File: config.mk
export PLATFORM = sky130hd
export DESIGN_NAME = program_loader
export DESIGN_NICKNAME = d
export VERILOG_FILES = /design/src/rtl/program_loader.sv
export SDC_FILE = /design/constraint.sdc
export NUM_CORES = 1
export LEC_CHECK = 0
export ABC_AREA = 1
export CAP_MARGIN = 20
export CORE_AREA = 2 2 208 210
export DETAILED_ROUTE_END_ITERATION = 8
export DIE_AREA = 0 0 210 212
export GPL_TIMING_DRIVEN = 0
export PLACE_DENSITY = 0.56
export SLEW_MARGIN = 20
export SYNTH_ARGS = -nofsm -noshare
export SYNTH_HDL_FRONTEND = slang
export SYNTH_SLANG_ARGS = --single-unit
File: constraint.sdc
create_clock -name clk -period 5.85 [get_ports clk]
set_input_delay 1.17 -clock clk [delete_from_list [all_inputs] [get_ports clk]]
set_output_delay 1.17 -clock clk [all_outputs]
set_load 0.05 [all_outputs]
File: src/rtl/program_loader.sv
// program_loader: packs a stream of 32-bit instruction words into the
// 256-bit program bus consumed by program_memory. A zero word ends the
// program early; the bus is held under program_valid until acknowledged.
//
// state | meaning
// FILL  | accepting words into the next free slot
// HOLD  | program complete, bus frozen until program_ack or abort
module program_loader #(
    parameter int WORD_W = 32,
    parameter int DEPTH  = 8
) (
    input  logic                      clk,
    input  logic                      rst_n,
    input  logic [WORD_W-1:0]         word_in,
    input  logic                      word_valid,
    output logic                      word_ready,
    input  logic                      abort,
    output logic [WORD_W*DEPTH-1:0]   program_address_array,
    output logic                      program_valid,
    input  logic                      program_ack,
    output logic [3:0]                word_count
);

    typedef enum logic {
        FILL = 1'b0,
        HOLD = 1'b1
    } state_t;

    state_t                   state_q, state_d;
    logic [2:0]               idx_q, idx_d;
    logic [WORD_W*DEPTH-1:0]  array_q, array_d;
    logic [3:0]               count_q, count_d;

    // Handshake flags come straight from the state register.
    assign word_ready            = (state_q == FILL);
    assign program_valid         = (state_q == HOLD);
    assign program_address_array = array_q;
    assign word_count            = count_q;

    // State and datapath registers.
    always_ff @(posedge clk or negedge rst_n) begin
        if (!rst_n) begin
            state_q <= FILL;
            idx_q   <= 3'd0;
            array_q <= '0;
            count_q <= 4'd0;
        end else begin
            state_q <= state_d;
            idx_q   <= idx_d;
            array_q <= array_d;
            count_q <= count_d;
        end
    end

    // Next-state logic: abort beats both an accept and an acknowledge.
    always_comb begin
        state_d = state_q;
        idx_d   = idx_q;
        array_d = array_q;
        count_d = count_q;

        if (abort) begin
            state_d = FILL;
            idx_d   = 3'd0;
            array_d = '0;
            count_d = 4'd0;
        end else begin
            case (state_q)
                FILL: begin
                    if (word_valid) begin
                        if (word_in != '0) begin
                            array_d[{idx_q, 5'd0} +: 32] = word_in;
                            count_d = count_q + 4'd1;
                            // The last slot forces HOLD, so the index is
                            // parked rather than wrapped.
                            if (idx_q == 3'd7) begin
                                state_d = HOLD;
                            end else begin
                                idx_d = idx_q + 3'd1;
                            end
                        end else begin
                            // Terminator: remaining slots are already zero.
                            state_d = HOLD;
                        end
                    end
                end
                HOLD: begin
                    if (program_ack) begin
                        state_d = FILL;
                        idx_d   = 3'd0;
                        array_d = '0;
                        count_d = 4'd0;
                    end
                end
                default: begin
                    state_d = FILL;
                end
            endcase
        end
    end

endmodule
==> flow_summary.toml <==
[status]
status = "complete, no violations"

[critical_path]
path_max_fanout = 6
worstSetupEndpointType = "output pin"
cp.required_ns = 4.68
startpoint_type = "register"
max_incr_delay_on_cp_ns = 0.80
timing.critical_path.slowest_stage_cell = "sky130_fd_sc_hd__clkdlybuf4s50_1"
worstPathArrival_ns = 1.92
number_of_logic_stages_on_the_critical_path_including_buffering = 2
reg2reg_from = "idx_q[0]"
worstPathBufferInverterCount = 2
delay_heaviest_family_cp = "buffers and inverters"
worstRegToRegCells = 11
crit_path_cell_trace = "inv_1, clkdlybuf4s50_1"
worst_r2r_endpoint = "program_address_array[245]"
register_to_register_setup_slack_ns = 2.76
worstSetupPathType = "register to output pin"

[routing]
antenna_violating_nets_post_route = 0
firstDrtPassIters = 5
detail_route.vias_per_cell = 5.15
first_iter_violations = 1037
drc = 0
totalWireLength_um = 52500
dr_total_vias = 12371
detail_route.wl_per_cell_um = 21.9

[global_route]
grtUsageTotal_pct = 23.2
grt_pass1_wl_um = 77100
grt_antenna_before_repair = 0
grt-ovfl-total = 0
number_of_global_route_vias_before_repair = 12000
maximum_number_of_pins_on_one_net_before_global_route_repair = 87

[floorplan]
fp.coreArea_um2 = 42500
die_w_um = 210
placementRows = 76
floorplan.io_pins = 299
start_util_pct = 29.4
die_height_um = 212
floorplan.die_area_um2 = 44500

[finish]
post-route-util_pct = 40.8
final_net_count = 1878
final_design_area_no_fill_um2 = 17400
post_layout_nonfiller_instances = 2402
drive_gt1_share_pct = 9.32
insertedDiodeCount = 0
area_delta_synth_final_pct = 38.8
final.fill_count = 4339

[clocking]
worstSkewPairLatency_ns = 0.57
htree_levels = 1
cts.sink_count = 264
tritoncts = "built"
cts.reportedPaths.clkPinSlew_ns = 0.07
postCtsSetupBuffers = 0
cts_resized = 0
postCtsHoldBufs = 0
ctsLongestPathBuffers = 3
cts.root.buffer_cell = "sky130_fd_sc_hd__clkbuf_16"
cts-buffers-inserted = 30

[min_path]
min_path_type = "register to register"
hold_path_startpoint = "program_address_array[255]"
min_delay_worst_endpoint = "program_address_array[255]"
hold_path_depth = 2

[synth]
avgSynthCellArea_um2 = 8.34
synth-compound-area-share_pct = 0.130
synth.area.mux_share_pct = 0
netlist_top_cells_area = "sky130_fd_sc_hd__dfrtp_1 53%, sky130_fd_sc_hd__nand2_1 17%, sky130_fd_sc_hd__nand4_1 13%, sky130_fd_sc_hd__nor2_1 3.6%, sky130_fd_sc_hd__nand3_1 2.9%"
netlist_instances = 1500
synth.top_cell.area_share_pct = 52.8
yosysUniqueCellTypes = 29
synthSimpleGateAreaFrac_pct = 39.6
synth_top_family_by_area = "simple AND/OR/NAND/NOR gates"
ys_seq_area_share_pct = 52.8
synth_xor_area_share_pct = 0.0700
yosys_warnings = 0
post_synth_instance_area_um2 = 12500
yosysTopAreaCell = "sky130_fd_sc_hd__dfrtp_1"
synth_adder_area_share_pct = 0.801
synth-seq-cells = 264
syn-num-nets = 1545

[sta]
clock-skew-final_ns = 0.0138
tightest_slew_ns = 0.679
fin_hold_ws_ns = 0.474
timing.final.crit_share_pct = 52.8
post-route-min-period_ns = 3.09
hold_viol_final = 0
drv_slew = 0
timing.max_slew.rel_slack_pct = 54.7
finalSetupTns_ns = 0
achievable-frequency_mhz = 324
fin_ws_ns = 2.76
rsz0062_at_grt = "false"
final-setup-viol-count = 0

[placed_design]
placed_area_um2 = 16300
gp_congestion = 0.884
place_worst_setup_slack_ns = 2.29
dp.final_hpwl_um = 40500
buffer_ports.inserted = 298
place_inst = 2347

[flow_run]
maxCapViolations = 0

[power]
power.density_cell_area_nw_per_um2 = 263
total_power_mw = 4.57
worst_ir_drop_vdd_mv = 0.174
total_leakage_power_nw = 8.43
power breakdown:
part	internal, mW	switching (mW)	leakage, nW
Sequential	1.85	0.0196	3.68
Clock	1.28	0.794	0.538
Combinational	0.158	0.465	4.21
per-layer routing:
| metal | GRT usage [%] | wire [um] | up-vias |
|---|---|---|---|
| met5 | 0 | 0 | - |
| met4 | 6.82 | 1470 | 0 |
| met3 | 5.26 | 4580 | 78 |
| met2 | 36.6 | 23700 | 536 |
| met1 | 31.9 | 22800 | 5982 |
| li1 | - | - | 5775 |
area by class of cell:
cell class	count	area (um^2)	area share [%]
clock buffer	42	897	5.17
sequential	264	6610	38.1
inverter	19	73.8	0.425
clock inverter	13	203	1.17
tap	546	683	3.94
timing repair buffer	301	3070	17.7
buffer	137	746	4.30
multi-input combinational	1080	5080	29.3
layout by cell type (no fill, tap or decap), types with 2 or more instances in the layout:
cell	synthesis	routed
sky130_fd_sc_hd__clkinv_4	0	2
sky130_fd_sc_hd__nor2_1	120	120
sky130_fd_sc_hd__clkdlybuf4s50_1	0	297
sky130_fd_sc_hd__buf_4	37	37
sky130_fd_sc_hd__nand4_2	9	9
sky130_fd_sc_hd__inv_2	5	5
sky130_fd_sc_hd__clkinv_2	0	4
sky130_fd_sc_hd__clkbuf_1	36	39
sky130_fd_sc_hd__buf_16	0	3
sky130_fd_sc_hd__buf_2	50	50
sky130_fd_sc_hd__clkbuf_8	0	8
sky130_fd_sc_hd__clkbuf_16	0	31
sky130_fd_sc_hd__nor3_1	42	42
sky130_fd_sc_hd__nor2_2	3	3
sky130_fd_sc_hd__dfrtp_1	264	264
sky130_fd_sc_hd__nand4_1	259	259
sky130_fd_sc_hd__clkinvlp_4	0	2
sky130_fd_sc_hd__nand2_1	554	554
sky130_fd_sc_hd__buf_6	4	4
sky130_fd_sc_hd__nand2_2	3	3
sky130_fd_sc_hd__bufinv_16	0	5
sky130_fd_sc_hd__inv_1	12	12
sky130_fd_sc_hd__buf_1	10	10
sky130_fd_sc_hd__nand3_1	72	72
sky130_fd_sc_hd__ha_1	8	8
synthesized netlist by cell type, drive strengths merged:
master / instances
o211ai: 1
dfrtp: 264
xor2: 1
nor2: 124
nand4: 269
o21ai: 1
nand3b: 1
buf: 101
nor4: 1
nand2: 558
ha: 8
or3: 1
nand3: 73
inv: 18
clkbuf: 36
clkinv: 1
nor3: 42
state kept, by name, indices dropped and copies added (netlist names):
register / flops
word_count: 4
program_address_array: 256
program_valid: 1
idx_q: 3
worst max path at each step:
| stage | from | endpoint | slack, ns |
|---|---|---|---|
| 2_1_floorplan | idx_q[0] | program_address_array[192] | 3.46 |
| 3_3_place_gp | rst_n | program_address_array[240] | -8.14 |
| 3_5_place_dp | word_in[11] | program_address_array[117] | 2.29 |
| 4_1_cts | program_valid | program_valid | 2.72 |
| 5_1_grt | idx_q[0] | program_address_array[193] | 2.55 |
| 6_report | program_valid | word_ready | 2.76 |
logic make-up after synthesis:
group	count (synthesis)
compound gates	2
buf+inv	156
flops	264
simple gates	1069
fa+ha+maj	8
xor+xnor	1
worst reg2reg max path, stage by stage, from the launching register on:
cell and delay, ns:
sky130_fd_sc_hd__dfrtp_1 0.40, sky130_fd_sc_hd__buf_4 0.18, sky130_fd_sc_hd__inv_4 0.11, sky130_fd_sc_hd__clkbuf_1 0.39, sky130_fd_sc_hd__ha_1 0.26, sky130_fd_sc_hd__ha_1 0.25
sky130_fd_sc_hd__inv_1 0.21, sky130_fd_sc_hd__nand3_1 0.19, sky130_fd_sc_hd__inv_1 0.25, sky130_fd_sc_hd__buf_1 0.41, sky130_fd_sc_hd__nand4_1 0.23, sky130_fd_sc_hd__nand2_1 0.12
(Power assumes the default switching activity.)
